===== src/rtl/rtc_pkg.sv =====
// Shared RTC bus definitions: arbiter state encoding, owner ids, bus payload
// and register addresses used by the read and write sequencers.
package rtc_pkg;

  localparam int unsigned ADDR_W = 8;
  localparam int unsigned DATA_W = 8;

  typedef enum logic [1:0] {
    ST_IDLE    = 2'd0,
    ST_RD_ACT  = 2'd1,
    ST_WR_ACT  = 2'd2,
    ST_HOLDOFF = 2'd3
  } arb_state_e;

  localparam logic OWNER_RD = 1'b0;
  localparam logic OWNER_WR = 1'b1;

  typedef struct packed {
    logic [ADDR_W-1:0] addr;
    logic [DATA_W-1:0] data;
    logic              wr;
    logic              rd;
  } bus_req_t;

  // RTC register map shared by both sequencers
  localparam logic [ADDR_W-1:0] RTC_REG_CMD   = 8'h00;
  localparam logic [ADDR_W-1:0] RTC_REG_SEC   = 8'h01;
  localparam logic [ADDR_W-1:0] RTC_REG_MIN   = 8'h02;
  localparam logic [ADDR_W-1:0] RTC_REG_HOUR  = 8'h03;
  localparam logic [ADDR_W-1:0] RTC_REG_DAY   = 8'h04;
  localparam logic [ADDR_W-1:0] RTC_REG_MON   = 8'h05;
  localparam logic [ADDR_W-1:0] RTC_REG_YEAR  = 8'h06;
  localparam logic [ADDR_W-1:0] RTC_REG_TIMER = 8'h07;

  function automatic bus_req_t pack_bus(input logic [ADDR_W-1:0] addr,
                                        input logic [DATA_W-1:0] data,
                                        input logic wr, input logic rd);
    bus_req_t b;
    b.addr = addr;
    b.data = data;
    b.wr   = wr;
    b.rd   = rd;
    return b;
  endfunction

endpackage


===== src/rtl/rtc_refresh_timer.sv =====
// Free-running refresh counter; tick_c is high on the wrap cycle
// (count == CYCLES-1), once every CYCLES clocks.
module rtc_refresh_timer #(
  parameter int unsigned CYCLES = 1000000
) (
  input  logic clk,
  input  logic reset,
  output logic tick_c
);

  localparam int unsigned CNT_W = (CYCLES > 1) ? $clog2(CYCLES) : 1;

  logic [CNT_W-1:0] cnt_q;

  assign tick_c = (cnt_q == CNT_W'(CYCLES - 1));

  always_ff @(posedge clk) begin
    if (reset)       cnt_q <= '0;
    else if (tick_c) cnt_q <= '0;
    else             cnt_q <= cnt_q + CNT_W'(1);
  end

endmodule


===== src/rtl/rtc_bus_arbiter.sv =====
// Round-robin arbiter sharing the RTC bus access unit between the periodic
// read sequencer (m0) and the user write sequencer (m1), with a forced idle
// gap between owners. Define RTC_ARB_TIMEOUT_EN to add the per-grant watchdog.
module rtc_bus_arbiter
  import rtc_pkg::*;
#(
  parameter int unsigned REFRESH_CYCLES   = 1000000,
  parameter int unsigned HOLDOFF_CYCLES   = 4,
  parameter int unsigned MAX_GRANT_CYCLES = 4096
) (
  input  logic       clk,
  input  logic       reset,
  output logic       m0_gnt,
  input  logic       m0_done,
  input  logic [7:0] m0_addr,
  input  logic [7:0] m0_data,
  input  logic       m0_wr,
  input  logic       m0_rd,
  output logic       m0_fin,
  input  logic       m1_req,
  output logic       m1_gnt,
  input  logic       m1_done,
  input  logic [7:0] m1_addr,
  input  logic [7:0] m1_data,
  input  logic       m1_wr,
  input  logic       m1_rd,
  output logic       m1_fin,
  output logic [7:0] bus_addr,
  output logic [7:0] bus_data,
  output logic       bus_wr,
  output logic       bus_rd,
  input  logic       bus_fin,
  output logic       busy,
  output logic       err_timeout
);

  localparam int unsigned HOLD_W = $clog2(HOLDOFF_CYCLES + 1);

  if (REFRESH_CYCLES < 2) begin : g_bad_refresh
    $error("REFRESH_CYCLES must be at least 2");
  end
  if (HOLDOFF_CYCLES < 1) begin : g_bad_holdoff
    $error("HOLDOFF_CYCLES must be at least 1");
  end
  if (MAX_GRANT_CYCLES < 1) begin : g_bad_max_grant
    $error("MAX_GRANT_CYCLES must be at least 1");
  end

  arb_state_e        state_q, state_d;
  logic [HOLD_W-1:0] hold_cnt_q;
  logic              last_owner_q;
  logic              rd_pending_q;
  logic              refresh_tick;
  logic              rd_req;
  logic              hold_done;
  logic              timeout_hit;
  logic              m0_gnt_d, m1_gnt_d, busy_d;
  bus_req_t          bus_sel;

  rtc_refresh_timer #(
    .CYCLES (REFRESH_CYCLES)
  ) u_refresh_timer (
    .clk    (clk),
    .reset  (reset),
    .tick_c (refresh_tick)
  );

  // A tick on the same cycle as the IDLE decision is served directly
  assign rd_req    = rd_pending_q | refresh_tick;
  assign hold_done = (hold_cnt_q == HOLD_W'(HOLDOFF_CYCLES - 1));

  // State register and registered outputs
  always_ff @(posedge clk) begin
    if (reset) begin
      state_q      <= ST_IDLE;
      hold_cnt_q   <= '0;
      last_owner_q <= OWNER_WR;
      rd_pending_q <= 1'b0;
      m0_gnt       <= 1'b0;
      m1_gnt       <= 1'b0;
      busy         <= 1'b0;
    end else begin
      state_q      <= state_d;
      m0_gnt       <= m0_gnt_d;
      m1_gnt       <= m1_gnt_d;
      busy         <= busy_d;
      hold_cnt_q   <= (state_q == ST_HOLDOFF && !hold_done) ? hold_cnt_q + HOLD_W'(1) : '0;
      rd_pending_q <= rd_req & ~(state_q == ST_IDLE && state_d == ST_RD_ACT);
      if (state_q == ST_IDLE && state_d == ST_RD_ACT) last_owner_q <= OWNER_RD;
      if (state_q == ST_IDLE && state_d == ST_WR_ACT) last_owner_q <= OWNER_WR;
    end
  end

  // Next-state logic
  always_comb begin
    state_d = state_q;
    case (state_q)
      ST_IDLE: begin
        if (rd_req && m1_req)
          state_d = (last_owner_q == OWNER_WR) ? ST_RD_ACT : ST_WR_ACT;
        else if (rd_req)
          state_d = ST_RD_ACT;
        else if (m1_req)
          state_d = ST_WR_ACT;
      end
      ST_RD_ACT: begin
        if (m0_done || timeout_hit) state_d = ST_HOLDOFF;
      end
      ST_WR_ACT: begin
        if (m1_done || !m1_req || timeout_hit) state_d = ST_HOLDOFF;
      end
      ST_HOLDOFF: begin
        if (hold_done) state_d = ST_IDLE;
      end
    endcase
  end

  // Output decode of the next state, registered above
  always_comb begin
    m0_gnt_d = 1'b0;
    m1_gnt_d = 1'b0;
    busy_d   = 1'b0;
    case (state_d)
      ST_RD_ACT:  begin m0_gnt_d = 1'b1; busy_d = 1'b1; end
      ST_WR_ACT:  begin m1_gnt_d = 1'b1; busy_d = 1'b1; end
      ST_HOLDOFF: busy_d = 1'b1;
      default:    ;
    endcase
  end

`ifdef RTC_ARB_TIMEOUT_EN
  localparam int unsigned AGE_W = $clog2(MAX_GRANT_CYCLES + 1);

  logic [AGE_W-1:0] age_q;
  logic             err_q;
  logic             granted;
  logic             grant_ending;

  assign granted      = (state_q == ST_RD_ACT) || (state_q == ST_WR_ACT);
  assign grant_ending = (state_q == ST_RD_ACT && m0_done) ||
                        (state_q == ST_WR_ACT && (m1_done || !m1_req));
  assign timeout_hit  = granted && !grant_ending && (age_q == AGE_W'(MAX_GRANT_CYCLES - 1));
  assign err_timeout  = err_q;

  // Grant age restarts on every grant entry; error is sticky until reset
  always_ff @(posedge clk) begin
    if (reset) begin
      age_q <= '0;
      err_q <= 1'b0;
    end else begin
      age_q <= (granted && state_d == state_q) ? age_q + AGE_W'(1) : '0;
      err_q <= err_q | timeout_hit;
    end
  end
`else
  assign timeout_hit = 1'b0;
  assign err_timeout = 1'b0;
`endif

  // Bus mux follows the registered grants
  always_comb begin
    bus_sel = '0;
    if (m0_gnt)      bus_sel = pack_bus(m0_addr, m0_data, m0_wr, m0_rd);
    else if (m1_gnt) bus_sel = pack_bus(m1_addr, m1_data, m1_wr, m1_rd);
  end

  assign bus_addr = bus_sel.addr;
  assign bus_data = bus_sel.data;
  assign bus_wr   = bus_sel.wr;
  assign bus_rd   = bus_sel.rd;
  assign m0_fin   = m0_gnt & bus_fin;
  assign m1_fin   = m1_gnt & bus_fin;

endmodule

===== config.mk =====
export PLATFORM = sky130hd
export DESIGN_NAME = rtc_bus_arbiter
export DESIGN_NICKNAME = d
export VERILOG_FILES = /design/src/rtl/rtc_pkg.sv /design/src/rtl/rtc_refresh_timer.sv /design/src/rtl/rtc_bus_arbiter.sv
export SDC_FILE = /design/constraint.sdc
export NUM_CORES = 1
export LEC_CHECK = 0
export CAP_MARGIN = 25
export CORE_ASPECT_RATIO = 0.9
export CORE_MARGIN = 1.5
export CORE_UTILIZATION = 35
export DETAILED_ROUTE_END_ITERATION = 7
export DONT_BUFFER_PORTS = 1
export PLACE_DENSITY = 0.53
export SLEW_MARGIN = 5
export SYNTH_ARGS = -nofsm -noshare
export SYNTH_HDL_FRONTEND = slang
export SYNTH_SLANG_ARGS = --single-unit

===== constraint.sdc =====
create_clock -name clk -period 3.5 [get_ports clk]
set_clock_uncertainty 0.15 [all_clocks]
set_input_delay 0.35 -clock clk [delete_from_list [all_inputs] [get_ports clk]]
set_output_delay 0.35 -clock clk [all_outputs]
set_load 0.01 [all_outputs]

=== Yosys cells after proc, flatten, opt, wreduce, memory -nomap -nowiden ===
Cells that the tools add are included.

* Output and inout bits: 24
* Word-level logic and storage cells: 49
* Register bits after elaboration: 30

* Reductions and logical operators: 12
* Bitwise gates (word level): 6
* Mux-type cells: 13
* Add/sub/neg operators: 2
* Eq/ne operators: 8

{| class="wikitable"
|+ Operators by type and width
! cell !! count
|-
| 18-bit two-way mux || 2
|-
| 20-bit by 1-bit adder with 20-bit output (second input constant) || 1
|-
| 20-bit equality test (second input constant) || 1
|-
| 2-bit two-way mux || 7
|-
| 2-bit equality test (second input constant) || 4
|-
| 2-bit one-hot mux with 4 select lines || 1
|-
| 2-bit OR reduction || 3
|-
| 2-bit by 1-bit equality test with 1-bit output (second input constant) || 2
|-
| 1-bit logical AND || 4
|-
| 3-bit by 1-bit adder with 3-bit output (second input constant) || 1
|-
| 1-bit AND || 3
|-
| 3-bit by 2-bit equality test with 1-bit output (second input constant) || 1
|-
| 1-bit two-way mux || 3
|-
| 3-bit OR reduction || 1
|-
| 1-bit zero test || 2
|-
| 2-bit zero test || 1
|-
| 1-bit NOT || 2
|-
| 1-bit logical OR || 1
|-
| 1-bit OR || 1
|}

=== Depth between registers and ports, before layout ===
Gate-level depths: netlist of the first run.

* Depth after elaboration: 9
* Depth in mapped cells: 6
* Gate-level depth less buffers: 5

=== Cells and area by module ===
Synthesis of the first run repeated with hierarchy kept, for this count alone.

* Cell total of the unflattened synthesis: 179
* Area total of the unflattened synthesis: 1597.8 um^2

{| class="wikitable"
|+ Modules (own cells, without submodules)
! module !! cells an instance !! area each (um^2) !! instances !! sequential area each (um^2)
|-
| rtc_refresh_timer || 103 || 929.6 || 1 || 400.4
|-
| rtc_bus_arbiter || 76 || 668.1 || 1 || 200.2
|}

=== Least setup slack after synthesis of the first run ===
OpenSTA, ideal clock, no wires.

* Path type: register -> register
* Start: register u_refresh_timer.cnt_q[0]
* End: register u_refresh_timer.cnt_q[18]
* Buffers on the path: 0
* Data required time: 3.280 ns
* Stages on the path, launching flop included: 6
* Arrival: 1.661 ns
* Library setup time: 0.070 ns
* Setup slack: 1.620 ns
* Cells stage by stage: dfxtp_1 > ha_1 > nand2_1 > or3_4 > or4_1 > a21oi_1

* Cells in the longest elaborated chain, start to end: 2
* Elaborated cells between the ends (all ways): 3
* Classes of those cells: 1 x add/sub; 1 x eq/ne; 1 x reduce/logical

{| class="wikitable"
|+ RTL lines
! item !! line !! source
|-
| start: declaration || rtc_refresh_timer.sv:13 || <nowiki>logic [CNT_W-1:0] cnt_q;</nowiki>
|-
| start signal: assignment || rtc_refresh_timer.sv:20 || <nowiki>else cnt_q <= cnt_q + CNT_W'(1);</nowiki>
|-
| parallel branches: the longest is 2 deep, another holds 20-bit by 1-bit adder with 20-bit output || - ||
|}

Several ways; the timed one is not identified.
A chain may end at the register's enable or synchronous reset.

=== Final worst setup path of the first run ===
* Start: register m0_gnt
* End: output bus_data[5]

* Cells in the longest elaborated chain, start to end: 1

{| class="wikitable"
|+ RTL lines
! item !! line !! source
|-
| start: declaration || rtc_bus_arbiter.sv:13 || <nowiki>output logic m0_gnt,</nowiki>
|-
| start signal: assignment || rtc_bus_arbiter.sv:84 || <nowiki>m0_gnt <= m0_gnt_d;</nowiki>
|-
| 18-bit two-way mux || rtc_bus_arbiter.sv:163 || <nowiki>if (m0_gnt) bus_sel = pack_bus(m0_addr, m0_data, m0_wr, m0_rd);</nowiki>
|-
| end: declaration || rtc_bus_arbiter.sv:29 || <nowiki>output logic [7:0] bus_data,</nowiki>
|}

No other way between the ends.

==> out/qor.yml, run 1 <==
drc_errors: 0
hold_depth: 2
drv_cap: 0
synth_top_area_frac: 0.380
path_delay_family: "simple AND/OR/NAND/NOR gates"
switchingPower_uw: 190
avgSynthCellArea_um2: 8.78
grt_overflow: 0
cp_max_fo: 22
ys_seq_area_frac: 0.380
area_growth_pct: 8.79
io_buffers: 0
p_comb_frac: 0.085
vias: 1324
grt_pass1_wl_mm: 5.63
die_y_um: 66.7
worstPathRequired_ps: 3000
ys_ff_latch: 30
drt_iter0_drc: 92
viasPerCell: 5.56
ys_async_sr_fraction: 0
die_area_um2: 4930
place_congestion: 0.800
dp_hpwl_mm: 2.70
crit_cells: 2
p_clk_frac: 0.438
cp.arrival_ps: 2050
dr.pass1.iters: 4
syn_inst: 180
r2r_slack_ps: 1270
layout-drive-gt1-share: 0.0955
cts.sinks: 30
hold_class: "in2reg"
setup_viol: 0
tightest_slew_ps: 1030
critical_path_buf_inv_count: 0
p_int_uw: 590
rsz0062_at_grt: "no"
rr_worst_depth: 4
yosysWarnings: 0
syn_nets: 225
min_from: "m1_req"
drt-total-wl_mm: 3.55
finalMaxSlewViolations: 0
cp_slowest_cell: "nor2b_1"
timing.rr.start: "u_refresh_timer.cnt_q[14]"
post_cts_buffers: 0
max-slew-margin-rel: 0.309
start_kind: "register"
die-width_um: 73.8
max-vdd-ir-drop_mv: 0.200
antenna_found_initial: 0
cts_buffers: 5
seqPwrFrac: 0.478
nNetsFinal: 222
yosys-top-cells-count: "30 x dfxtp_1, 22 x nor2_1, 17 x a22o_1"
syn_area_um2: 1580
critical_path.cell_chain: "nor2b_1 > a22o_1"
cp-end-kind: "primary output"
clockRootBuffer: "clkbuf_8"
critPathKind: "reg2out"
insertion_delay_ps: 290
ys_types: 45
p_per_area_nw_per_um2: 453
status: "finished clean"
grt_max_degree: 23
yosysTopAreaCell: "dfxtp_1"
ant_nets: 0
max_stage_delay_ps: 900
finish.utilization: 0.408
hold-path-endpoint: "last_owner_q"
first_global_vias: 1295
antenna_cells: 0
finalCritPeriodShare: 0.730
setup_tns_ps: 0
core_area_um2: 4210
synth_most_common_cell: "dfxtp_1"
synth_enable_flop_cells: 0
cts-htree-levels: 2
worstReg2RegEnd: "u_refresh_timer.cnt_q[4]"
fillers: 429
core.rowCount: 22
synth_ff_type: "dfxtp_1"
initial_core_util: 0.375
synth_area_leaders: "dfxtp_1 38%, a22o_1 9.4%, xnor2_1 5.5%"
hold_violations: 0
post_drt_wl_per_cell_um: 14.9
fmax_mhz: 392
p_sw_frac: 0.243
clk_pin_slew_worst_paths_ps: 70
grt_use_total: 0.153
clk_path_buf_depth: 2
cts_tree: "yes"
p_leak_nw: 0.567
layout_min_cycle_time_ps: 2550
pin_count: 66
-- power groups by stage --
stage | logic (mW) | registers, mW | clock network, mW
detailed placement | 0.0648 | 0.380 | 0
global placement | 0.0634 | 0.379 | 0
floorplan | 0.0723 | 0.366 | 0
finish | 0.0661 | 0.372 | 0.341
global route | 0.0746 | 0.374 | 0.365
CTS | 0.0665 | 0.372 | 0.348
-- state kept, by name, indices dropped and copies added (netlist names) --
signal,cells
last_owner_q,1
u_refresh_timer.cnt_q,20
m0_gnt,1
rd_pending_q,1
hold_cnt_q,3
busy,1
state_q,2
m1_gnt,1
-- kinds of logic after synthesis --
family                   after synthesis  synth area share
flip-flops                            30             0.380
AND/OR/NAND/NOR                       74             0.269
adder cells (fa/ha/maj)                3            0.0238
buffers and inverters                 17            0.0491
XOR/XNOR                              13            0.0721
other                                  1           0.00237
AO/OA/AOI/OAI                         42             0.203
-- cell usage in the layout, fill, tap and decap left out, types with 5 or more instances in the layout --
master	count
a21oi_1	8
a22o_1	17
clkbuf_8	5
dfxtp_1	30
inv_1	6
nand2_1	10
nand3_1	7
nor2_1	22
nor3_1	5
o21ai_0	5
xnor2_1	10
-- through the flow --
stage | hold WS [ps] | cell area [um2] | setup slack (ps) | total power, mW | instances
4_1_cts | 54.9 | 1720 | 994 | 0.787 | 238
6_report | 58.0 | 1720 | 946 | 0.780 | 238
3_3_place_gp | 256 | 1600 | 1310 | 0.442 | 229
2_1_floorplan | 249 | 1580 | 1620 | 0.439 | 180
3_5_place_dp | 267 | 1600 | 1240 | 0.445 | 229
5_1_grt | 53.2 | 1720 | 749 | 0.814 | 238
-- layer usage --
metal,GRT usage,share of wire
met1,0.150,0.40
met2,0.298,0.53
met3,0.0363,0.048
met4,0.0718,0.016
met5,0,0
-- final cells by class --
cell class                 instances  area [um2]  share of cell area
tap                               60        75.1              0.0437
clock inverter                     3        40.0              0.0233
clock buffer                       5        68.8              0.0400
timing repair buffer               1        10.0             0.00582
inverter                           6        22.5              0.0131
sequential                        30         601               0.349
multi-input combinational        133         902               0.525
-- worst max-delay path by stage --
stage | from | to | slack (ps)
floorplan | u_refresh_timer.cnt_q[0] | u_refresh_timer.cnt_q[18] | 1620
global placement | u_refresh_timer.cnt_q[10] | u_refresh_timer.cnt_q[3] | 1310
detailed placement | u_refresh_timer.cnt_q[14] | u_refresh_timer.cnt_q[4] | 1240
CTS | m0_gnt | bus_data[5] | 990
global route | m0_gnt | bus_data[5] | 750
finish | m0_gnt | bus_data[5] | 950
-- what timing repair did --
action,CTS,global route
hold buffers,1,0
endpoints found under the hold margin,3,0
gates resized for setup,0,0
Power figures use the tool's default switching activity.
==> run 2: changes to the inputs <==
clock period = 2.55 ns   (was 3.5 ns; I/O delays follow)
==> run 2 against run 1 <==
Effect of this change:
- cell area up 0.36%
- routed wire length down 0.82%
- non-clock buffer count up 4
- via count up 1.3%
- die area unchanged
- highest routed layer unchanged
- flip-flop and latch count unchanged
- critical path depth up 3
- critical endpoint is now u_refresh_timer.cnt_q[18]
- clock-buffer cell count up 1
- register-to-register slack worse by 760 ps
- sequential power up 36%
- clock power up 8.8%
- sequential share of layout area down 0.13 points
==> out/qor.yml, run 2 (same netlist as run 1, synthesis figures left out) <==
status: "finished clean"
holdWs_ps: 6.95  # -51.0 ps
drv_cap: 0  # unchanged
drt-total-wl_mm: 3.52  # -0.82%
largest_register_ffs: 20  # unchanged
ant_nets: 0  # unchanged
drt_iter0_drc: 67  # -27%
largest_register: "u_refresh_timer.cnt_q"
grt_pass1_wl_mm: 5.34  # -5.2%
cp-end-kind: "register"
dpl.cell_count: 232  # +1.3%
worstPathRequired_ps: 2620  # -380 ps
cts.sinks: 30  # unchanged
p_per_area_nw_per_um2: 567  # +25%
post_drt_wl_per_cell_um: 14.7  # -1.6%
vias: 1341  # +1.3%
layout_min_cycle_time_ps: 2040
clk_pin_slew_worst_paths_ps: 60  # about the same
placed_area_um2: 1620  # +1.4%
met3_usage: 0.0408  # +0.00454
min_from: "m1_done"
finalCritPeriodShare: 0.802
io_buffers: 0  # unchanged
max-vdd-ir-drop_mv: 0.306  # +53%
start_kind: "register"
setup_tns_ps: 0  # unchanged
fin_ws_ps: 506  # -440 ps
timing.rr.start: "u_refresh_timer.cnt_q[0]"
die_area_um2: 4930  # unchanged
die-width_um: 73.8  # unchanged
cp_max_fo: 5  # -77%
postLayoutCellArea_um2: 1730  # +0.36%
top_usage_layer: "met2"
place_congestion: 0.780  # -2.5%
core_area_um2: 4210  # unchanged
grtUsageMet2: 0.258  # -0.0405
grtUsageMet1: 0.161  # +0.0111
cp.arrival_ps: 2110  # +60 ps
r2r_slack_ps: 510  # -760 ps
biggestRegsByFlops: "u_refresh_timer.cnt_q (20), hold_cnt_q (3), state_q (2)"
first_global_vias: 1211  # -6.5%
worstReg2RegEnd: "u_refresh_timer.cnt_q[18]"
initial_core_util: 0.375  # unchanged
hold_class: "in2reg"
finalPower_uw: 978  # +26%
hold-path-endpoint: "m1_gnt"
die_y_um: 66.7  # unchanged
insertion_delay_ps: 280  # about the same
final_common_cell: "dfxtp_1"
cts_resized: 0  # unchanged
pin_count: 66  # unchanged
grt_max_degree: 23  # unchanged
antenna_cells: 0  # unchanged
finalMaxSlewViolations: 0  # unchanged
final_cells: 240  # +0.84%
viasPerCell: 5.59  # +0.44%
grt_overflow: 0  # unchanged
layout-drive-gt1-share: 0.100  # +0.00449
clockRootBuffer: "clkbuf_8"
antenna_found_initial: 0  # unchanged
post_cts_buffers: 0  # unchanged
core.rowCount: 22  # unchanged
hold_violations: 0  # unchanged
fmax_mhz: 489
holdBufCountCts: 2  # +1
dp_hpwl_mm: 2.67  # -1.3%
area_growth_pct: 9.18
finish.utilization: 0.410  # +0.00149
grt_use_total: 0.146  # -0.00697
most-common-layout-cells: "30 x dfxtp_1, 22 x nor2_1, 17 x a22o_1, 10 x nand2_1, 10 x xnor2_1"
setup_viol: 0  # unchanged
clk_path_buf_depth: 2  # unchanged
hold_depth: 2  # unchanged
rr_worst_depth: 5  # +1
dp_slack_ps: 522  # -720 ps
critPathKind: "reg2reg"
p_leak_nw: 0.572  # +0.86%
nNetsFinal: 226  # +1.8%
cts-htree-levels: 2  # unchanged
dr.pass1.iters: 4  # unchanged
cts_tree: "yes"
cts_buffers: 5  # unchanged
drc_errors: 0  # unchanged
rsz0062_at_grt: "no"
run 2: changes by cell type in the layout (fill, tap and decap cells not counted):
| cell | previous run | this run |
|---|---|---|
| dlygate4sd3_1 | 1 | 2 |
| clkbuf_8 | 5 | 6 |
| bufinv_16 | 1 | 0 |
| buf_4 | 0 | 3 |
| clkinv_2 | 2 | 0 |
run 2: area by class of cell:
class	instances	area [um2]
repair buffers	5	42.5
flip-flops and latches	30	601
clock buffers	6	82.6
well taps	60	75.1
inverters	6	22.5
multi-input cells	133	902
fillers	426	2490
run 2: how the worst max path moves through the flow:
stage | startpoint | endpoint | cells past startpoint
2_1_floorplan | u_refresh_timer.cnt_q[0] | u_refresh_timer.cnt_q[18] | 5
3_3_place_gp | u_refresh_timer.cnt_q[14] | u_refresh_timer.cnt_q[10] | 5
3_5_place_dp | u_refresh_timer.cnt_q[0] | u_refresh_timer.cnt_q[18] | 5
4_1_cts | u_refresh_timer.cnt_q[0] | u_refresh_timer.cnt_q[18] | 5
5_1_grt | u_refresh_timer.cnt_q[0] | u_refresh_timer.cnt_q[18] | 5
6_report | u_refresh_timer.cnt_q[0] | u_refresh_timer.cnt_q[18] | 5
run 2: critical path: stages, from the launching register on:
cell	delay (ps)
dfxtp_1	390
ha_1	230
nand2_1	150
or3_4	430
or4_1	480
a21oi_1	140
run 2: power breakdown:
part           internal (mW)  switching [mW]
clock                  0.207           0.163
sequential             0.484          0.0230
combinational         0.0433          0.0575
total                  0.735           0.244
run 2: metal layers:
layer,wire (um),up-vias,part of all wire
met5,0,-,0
met4,61,0,0.017
li1,-,654,-
met1,1490,607,0.42
met2,1730,72,0.49
met3,244,8,0.069
